==> config.mk <==
export PLATFORM = sky130hd
export DESIGN_NAME = uart_tx_buffer
export DESIGN_NICKNAME = d
export VERILOG_FILES = /design/src/rtl/uart_pkg.sv /design/src/rtl/uart_sync_fifo.sv /design/src/rtl/uart_tx_buffer.sv
export SDC_FILE = /design/constraint.sdc
export NUM_CORES = 1
export LEC_CHECK = 0
export BUFFER_PORTS_ARGS = -buffer_cell sky130_fd_sc_hd__clkbuf_2
export CORE_MARGIN = 4
export CORE_UTILIZATION = 40
export CTS_BUF_LIST = sky130_fd_sc_hd__clkbuf_8
export CTS_CLUSTER_SIZE = 40
export DETAILED_ROUTE_END_ITERATION = 8
export GPL_ROUTABILITY_DRIVEN = 0
export SYNTH_ARGS = -nofsm -noshare
export SYNTH_HDL_FRONTEND = slang
export SYNTH_SLANG_ARGS = --single-unit
==> constraint.sdc <==
create_clock -name clk -period 3.1 [get_ports clk]
set_input_delay 0.62 -clock clk [delete_from_list [all_inputs] [get_ports clk]]
set_output_delay 0.62 -clock clk [all_outputs]
set_load 0.1 [all_outputs]
==> src/rtl/uart_pkg.sv <==
// Shared types for the UART block: transmit-buffer FSM states,
// data width and the existing line-configuration structure.
package uart_pkg;

  localparam int UART_DW = 8;

  typedef enum logic [1:0] {
    IDLE,
    LAUNCH,
    WAIT_START,
    WAIT_END
  } tx_buf_state_e;

  typedef struct packed {
    logic [15:0] baud_div;
    logic        parity_en;
    logic        parity_odd;
    logic        two_stop;
  } uart_config_t;

endpackage

==> src/rtl/uart_sync_fifo.sv <==
// Single-clock FIFO: storage, wrapping pointers and an occupancy
// count one bit wider than the pointers so a full queue is visible.
module uart_sync_fifo #(
  parameter  int DW    = 8,
  parameter  int DEPTH = 16,
  localparam int AW    = $clog2(DEPTH)
) (
  input  logic          clk,
  input  logic          rstn,
  input  logic          push,
  input  logic [DW-1:0] wdata,
  input  logic          pop,
  output logic [DW-1:0] rdata,
  output logic [AW:0]   count,
  output logic          full,
  output logic          empty
);

  localparam logic [AW:0] FULL_CNT = (AW+1)'(DEPTH);

  logic [DW-1:0] mem [DEPTH];
  logic [AW-1:0] wptr;
  logic [AW-1:0] rptr;
  logic          do_push;
  logic          do_pop;

  assign full    = (count == FULL_CNT);
  assign empty   = (count == '0);
  assign do_push = push & ~full;
  assign do_pop  = pop & ~empty;
  assign rdata   = mem[rptr];

  // Storage is not reset; only the pointers define what is valid.
  always_ff @(posedge clk) begin
    if (do_push) mem[wptr] <= wdata;
  end

  // Pointers wrap naturally at DEPTH; count tracks occupancy.
  always_ff @(posedge clk or negedge rstn) begin
    if (!rstn) begin
      wptr  <= '0;
      rptr  <= '0;
      count <= '0;
    end else begin
      if (do_push) wptr <= wptr + 1'b1;
      if (do_pop)  rptr <= rptr + 1'b1;
      unique case ({do_push, do_pop})
        2'b10:   count <= count + 1'b1;
        2'b01:   count <= count - 1'b1;
        default: count <= count;
      endcase
    end
  end

endmodule

==> src/rtl/uart_tx_buffer.sv <==
// Byte queue feeding uart_core: launches one byte per handshake.
// Optional level/almost_full ports: define UART_TX_BUFFER_LEVEL_EN.
module uart_tx_buffer
  import uart_pkg::*;
#(
  parameter  int DEPTH   = 16,
  parameter  int TMO_CYC = 1024,
  localparam int AW      = $clog2(DEPTH)
) (
  input  logic               clk,
  input  logic               rstn,
  input  logic [UART_DW-1:0] wr_data,
  input  logic               wr_en,
  output logic               full,
  output logic               empty,
  input  logic               en,
  output logic [UART_DW-1:0] data,
  output logic               valid_tx,
  input  logic               busy_tx,
  output logic               ovf,
  output logic               tmo_err,
  input  logic               clr_err
`ifdef UART_TX_BUFFER_LEVEL_EN
  ,
  output logic [AW:0]        level,
  output logic               almost_full
`endif
);

  localparam int TW = (TMO_CYC > 2) ? $clog2(TMO_CYC) : 1;
  localparam logic [TW-1:0] TMO_LAST = TW'(TMO_CYC - 1);

  tx_buf_state_e      state;
  logic [TW-1:0]      tmo_cnt;
  logic [UART_DW-1:0] rdata;
  logic [AW:0]        count;
  logic               pop;
  logic               tmo_hit;

  assign pop = (state == IDLE) & en & ~empty & ~busy_tx;
  assign tmo_hit = (state == WAIT_START) & ~busy_tx
                 & (tmo_cnt == TMO_LAST);

  uart_sync_fifo #(
    .DW    (UART_DW),
    .DEPTH (DEPTH)
  ) u_fifo (
    .clk   (clk),
    .rstn  (rstn),
    .push  (wr_en),
    .wdata (wr_data),
    .pop   (pop),
    .rdata (rdata),
    .count (count),
    .full  (full),
    .empty (empty)
  );

`ifdef UART_TX_BUFFER_LEVEL_EN
  assign level       = count;
  assign almost_full = (count >= (AW+1)'(DEPTH - 2));
`else
  logic unused_count;
  assign unused_count = ^count;
`endif

  // Launch handshake: strobe, wait for busy to rise, then to fall.
  always_ff @(posedge clk or negedge rstn) begin
    if (!rstn) begin
      state    <= IDLE;
      data     <= '0;
      valid_tx <= 1'b0;
      tmo_cnt  <= '0;
    end else begin
      valid_tx <= 1'b0;
      unique case (state)
        IDLE: begin
          if (pop) begin
            state    <= LAUNCH;
            data     <= rdata;
            valid_tx <= 1'b1;
          end
        end
        LAUNCH: begin
          tmo_cnt <= '0;
          state   <= WAIT_START;
        end
        WAIT_START: begin
          if (busy_tx)      state   <= WAIT_END;
          else if (tmo_hit) state   <= IDLE;
          else              tmo_cnt <= tmo_cnt + 1'b1;
        end
        WAIT_END: begin
          if (!busy_tx) state <= IDLE;
        end
        default: state <= IDLE;
      endcase
    end
  end

  // Sticky error flags; a set in the same cycle beats a clear.
  always_ff @(posedge clk or negedge rstn) begin
    if (!rstn) begin
      ovf     <= 1'b0;
      tmo_err <= 1'b0;
    end else begin
      if (wr_en & full) ovf <= 1'b1;
      else if (clr_err) ovf <= 1'b0;
      if (tmo_hit)      tmo_err <= 1'b1;
      else if (clr_err) tmo_err <= 1'b0;
    end
  end

endmodule

Yosys cells after proc, flatten, opt, wreduce, memory -nomap -nowiden
Memories as Yosys holds them, arrays and structs flattened. A register that Yosys moved wholly into a read port is not among the register bits.
Index checks and enable logic that the tools add are counted.
{"block": "op_classes", "mux": 16, "bitwise_logic": 11, "n_reduce_logical": 10, "eq_ne": 12, "addsub": 5}
{"op": "two-way mux 10 bit", "n": 2}
{"op": "one-hot mux 10 bit (2 select lines)", "n": 1}
{"op": "adder 10 x 1 -> 10 bit, second input constant", "n": 1}
{"op": "== test 10 bit, second input constant", "n": 1}
{"op": "one-hot mux 5 bit (2 select lines)", "n": 1}
{"op": "adder 4 x 1 -> 4 bit, second input constant", "n": 2}
{"op": "bitwise AND 1 bit", "n": 8}
{"op": "two-way mux 2 bit", "n": 4}
{"op": "one-hot mux 2 bit (4 select lines)", "n": 1}
{"op": "nonzero test 2 bit", "n": 4}
{"op": "two-way mux 1 bit", "n": 7}
{"op": "== test 2 bit, second input constant", "n": 3}
{"op": "inequality test 2 bit, second input constant", "n": 3}
{"op": "AND reduction 3 bit", "n": 2}
{"op": "adder 5 x 1 -> 5 bit, second input constant", "n": 1}
{"op": "== test 5 bit, second input constant", "n": 1}
{"op": "logical NOT 5 bit", "n": 1}
{"op": "subtractor 5 x 1 -> 5 bit, second input constant", "n": 1}
{"op": "== test 2 x 1 -> 1 bit, second input constant", "n": 2}
{"op": "inequality test 3 bit, second input constant", "n": 1}
{"op": "inverter 1 bit", "n": 3}
{"op": "logical NOT 2 bit", "n": 1}
{"op": "inequality test 2 x 1 -> 1 bit, second input constant", "n": 1}
{"op": "AND reduction 2 bit", "n": 1}
{"op": "logical NOT 1 bit", "n": 1}
{"block": "totals", "out_inout_bits": 13, "n_memories": 1, "ramBits": 128, "elab_cells": 63, "register_bits": 28}
{"name": "u_fifo.mem", "words": 16, "width": 8, "read_ports": 1, "rd_clocked_by_memory_dff": 1, "write_ports": 1, "line": "uart_sync_fifo.sv:21", "rtl": "logic [DW-1:0] mem [DEPTH];"}

Depth between registers and ports, before layout
{"block": "logic_depth", "word_depth": 7, "ltp_mapped": 13, "mapped_depth_nobuf": 12}

Modules after synthesis
Synthesis repeated with hierarchy kept, for this count alone.
{"block": "hier_totals", "hier_cells": 438, "area_unflattened_um2": 6935.4}
{"module": "uart_sync_fifo", "seq_area_each_um2": 4169.0, "instances": 1, "cells_each": 332, "area_per_inst_um2": 5779.3}
{"module": "uart_tx_buffer", "seq_area_each_um2": 575.6, "instances": 1, "cells_each": 106, "area_per_inst_um2": 1156.1}

Worst setup path before layout
Ideal clock, no wire load.
{"block": "synth_path", "kind": "register -> register", "from": "reg u_fifo.count[0]", "to": "reg u_fifo.count[4]", "setup_time_ps": 123, "path_buffers": 0, "path_slack_ps": -1081, "arrival_time_ps": 4059, "path_stages_with_launch": 12, "required_time_ps": 2977, "cell_sequence": "dfrtp_1 -> nor4_1 -> nor2b_1 -> nand4bb_1 -> inv_1 -> ha_1 -> ha_1 -> nor2b_1 -> o21ai_0 -> a21oi_1 -> or3b_2 -> xnor2_1"}
{"block": "synth_between", "elab_chain_cells": 7, "elab_cells_between_ends": 14, "cone_classes": "2 x add/sub; 3 x eq/ne; 1 x mux; 6 x bitwise; 2 x reduce/logical"}
{"element": "start: declaration", "line": "uart_sync_fifo.sv:14", "rtl": "output logic [AW:0] count,"}
{"element": "start signal: assignment", "line": "uart_sync_fifo.sv:48", "rtl": "2'b10: count <= count + 1'b1;"}
{"element": "start signal: assignment", "line": "uart_sync_fifo.sv:49", "rtl": "2'b01: count <= count - 1'b1;"}
{"element": "start signal: assignment", "line": "uart_sync_fifo.sv:50", "rtl": "default: count <= count;"}
{"element": "logical NOT 5 bit (*)", "line": "uart_sync_fifo.sv:28", "rtl": "assign empty = (count == '0);"}
{"element": "named net empty", "line": "uart_tx_buffer.sv:15", "rtl": "output logic empty,"}
{"element": "inverter 1 bit (*)", "line": "uart_sync_fifo.sv:30, uart_tx_buffer.sv:40"}
{"element": "bitwise AND 1 bit (2 in a row)", "line": "uart_tx_buffer.sv:40", "rtl": "assign pop = (state == IDLE) & en & ~empty & ~busy_tx;"}
{"element": "bitwise AND 1 bit (*)", "line": "uart_sync_fifo.sv:30", "rtl": "assign do_pop = pop & ~empty;"}
{"element": "named net u_fifo.do_pop", "line": "uart_sync_fifo.sv:25", "rtl": "logic do_pop;"}
{"element": "== test 2 x 1 -> 1 bit or == test 2 bit (tied branches)", "line": "uart_sync_fifo.sv:47", "rtl": "unique case ({do_push, do_pop})"}
{"element": "one-hot mux 5 bit (2 select lines) or nonzero test 2 bit (tied branches)"}
Mark *: on every way through the listed nets, which the timed path passes. The rest lies on a longest branch.
A chain may end at the register's enable or synchronous reset.

Worst setup path after layout
{"block": "layout_path", "from": "reg u_fifo.count[2]", "to": "reg u_fifo.count[4]"}
{"block": "layout_between", "elab_chain_cells": 7, "elab_cells_between_ends": 14, "cone_classes": "2 x add/sub; 3 x eq/ne; 1 x mux; 6 x bitwise; 2 x reduce/logical"}
{"element": "logical NOT 5 bit", "line": "uart_sync_fifo.sv:28"}
{"element": "inverter 1 bit", "line": "uart_sync_fifo.sv:30, uart_tx_buffer.sv:40"}
{"element": "bitwise AND 1 bit (2 in a row)", "line": "uart_tx_buffer.sv:40"}
{"element": "bitwise AND 1 bit", "line": "uart_sync_fifo.sv:30"}
{"element": "== test 2 x 1 -> 1 bit or == test 2 bit (tied branches)", "line": "uart_sync_fifo.sv:47"}
{"element": "one-hot mux 5 bit (2 select lines) or nonzero test 2 bit (tied branches)"}
Parallel ways exist; a longest one is shown, timed or not.

==> out/qor.yml <==
sta:
  slew_violations: 0
  fin_ws_ns: 0.248
  min_period_ns: 2.85
  fin_tns_setup_ns: 0
  slew_headroom_pct: 32.7
  hold_viol_final: 0
  setup_viol: 0
  fin_worst_skew_ns: 0.0136
  fmax_mhz: 351
  post-route-period-util_pct: 92.0
  rsz0062_at_grt: "false"
  tightest_slew_ns: 1.00
clocking:
  cts_tree: "built"
  clkLatencyLatePin_ns: 0.46
  htreeDepth: 4
  cts_sinks: 164
  cts_buffers: 17
  cts-root-buf: "clkbuf_8"
  cts_resized: 0
  path_clk_slew_ns: 0.09
  ctsHoldBuffers: 0
  clockBufferDepth: 2
  cts_setup_buffers: 0
detailed_routing:
  ant_nets: 0
  viasPerCell: 5.19
  first_iter_violations: 239
  drc: 0
  via_count: 3536
  wire_per_inst_um: 19.4
  routed_wl_um: 13200
  drtPass1Iterations: 4
setup_path:
  r2r_end: "u_fifo.count[4]$_DFFE_PN0P_"
  r2r-start: "u_fifo.count[2]$_DFFE_PN0P_"
  r2r_cells: 12
  r2r_setup_slack_ns: 0.25
  crit_fanout: 9
  crit_type: "reg -> reg"
  end_kind: "register"
  critPathRequiredTime_ns: 3.43
  startpoint_type: "register"
  worstPathArrival_ns: 3.18
pwr:
  irDropWorstVdd_uv: 814
  p_leak_nw: 2.80
  p_per_area_nw_per_um2: 878
synthesis:
  synthArstFlopShare_pct: 22.0
  yosys.area.top_type: "edfxtp_1"
  ys_warn_count: 0
  synth_edf_count: 128
  synth_area_um2: 6820
  synthTopCellsByCount: "edfxtp_1 (128), nand2_1 (37), dfrtp_1 (36)"
  synthTopCellsByArea: "edfxtp_1 (56%), dfrtp_1 (13%), mux4_1 (6.5%)"
  synth-seq-cells: 164
  syn_nets: 425
  synthCells: 400
  synth.most_common_cell: "edfxtp_1"
  ys.flop_type: "edfxtp_1"
  syn_area_per_cell_um2: 17.1
  ys_seq_area_share_pct: 69.5
  netlist-cell-type-count: 42
  synth_top_cell_area_share_pct: 56.3
final_layout:
  diodes: 0
  nFillCells: 1436
  multiInputGateArea_um2: 1930
  regArea_um2: 4750
  nNetsFinal: 473
  drive_gt1_share_pct: 23.9
  area_delta_synth_final_pct: 13.3
grt:
  antenna_found_initial: 0
  grt_pass1_vias: 3663
  grt_pass1_wl_um: 21300
  grt_usage_pct: 14.7
  grt_max_degree: 37
  grt.overflow.total: 0
job:
  drv_cap: 0
die:
  dieArea_um2: 19200
  ioPinCount: 27
  rows: 47
  coreArea_um2: 16600
  die_x_um: 139
  start_util_pct: 41.0
  die_h_um: 139
outcome:
  outcome: "finished, final reports clean"
placed_design:
  pre_cts_slack_ns: 0.176
  io_buffer_count: 26
  dp_hpwl_um: 8500
min_path:
  hp-class: "in -> async"
how the worst max path moves through the flow:
stage / startpoint / to / cells past startpoint
2_1_floorplan: u_fifo.count[2]$_DFFE_PN0P_ / u_fifo.count[4]$_DFFE_PN0P_ / 11
3_3_place_gp: busy_tx / u_fifo.count[4]$_DFFE_PN0P_ / 12
3_5_place_dp: busy_tx / u_fifo.count[4]$_DFFE_PN0P_ / 12
4_1_cts: u_fifo.count[2]$_DFFE_PN0P_ / u_fifo.count[4]$_DFFE_PN0P_ / 12
5_1_grt: u_fifo.count[2]$_DFFE_PN0P_ / u_fifo.count[4]$_DFFE_PN0P_ / 12
6_report: u_fifo.count[2]$_DFFE_PN0P_ / u_fifo.count[4]$_DFFE_PN0P_ / 12
where the power goes:
group | total, W | leakage (nW) | switching (W) | internal [W]
logic | 0.00220 | 0.967 | 0.00132 | 0.000874
registers | 0.00298 | 1.62 | 0.000276 | 0.00270
clock network | 0.00161 | 0.217 | 0.000802 | 0.000807
cell type report:
class / instances / area share [%]
repair buffers: 49 / 4.08
inverters: 12 / 0.583
clock inverters: 15 / 2.35
clock buffers: 17 / 3.03
multi-input cells: 204 / 25.0
well taps: 220 / 3.56
flip-flops and latches: 164 / 61.4
routing by layer:
metal,GRT usage (%),part of all wire (%)
met5,0,0
met4,4.68,1.1
met3,4.21,3.4
met2,22.7,49
met1,20.3,47
critical path, stage by stage (launching register included):
cell     delay [ns]
dfrtp_1        0.44
nor4_2         0.34
nand2_1        0.10
and2_1         0.27
inv_1          0.13
ha_4           0.17
inv_2          0.06
fa_2           0.35
nor2b_1        0.13
o21ai_1        0.08
nand3_1        0.08
or3b_2         0.45
xnor2_1        0.14
flip-flops by register name, indices dropped and copies added, names as in the netlist:
register and flops:
tmo_err 1, tmo_cnt 10, ovf 1, u_fifo.count 5
valid_tx 1, u_fifo.mem 128, u_fifo.rptr 4, data 8
u_fifo.wptr 4, state 2
layout by cell type, fill, tap and decap left out, types with 4 or more instances in the layout:
master    synthesis  routed
edfxtp_1        128     128
nand2_1          37      37
dfrtp_1          36      35
clkbuf_2          0      26
nor2_1           23      23
buf_4             3      22
mux4_1           17      17
o21ai_1          16      17
clkbuf_8          0      17
mux4_2           15      15
inv_1            12      14
xnor2_1          12      12
mux2i_1          11      11
nor3_1            9       9
mux2_2            8       8
ha_1             10       8
o21ai_0           8       7
a21oi_1           6       6
nand4_1           4       4
inv_6             0       4
logic make-up (layout without fill, tap and decap cells):
family	count (synthesis)	in the layout	share of synthesized area, %
flip-flops	164	164	69.5
AND/OR/NAND/NOR	91	91	6.07
multiplexers	51	51	14.4
AO/OA/AOI/OAI	37	37	3.06
buffers and inverters	32	93	2.97
XOR/XNOR	14	14	1.80
adder cells (fa/ha/maj)	11	11	2.13
stage by stage:
step	util (%)	cell area [µm²]	std cells	hold WS, ns	total power, W
2_1_floorplan	-	6880	400	0.324	0.00474
3_3_place_gp	44.0	7310	649	0.476	0.00520
3_5_place_dp	44.0	7310	649	0.486	0.00526
4_1_cts	46.4	7730	681	0.316	0.00687
5_1_grt	46.4	7730	681	0.369	0.00717
6_report	46.4	7730	681	0.327	0.00678
Power figures use the tool's default switching activity.
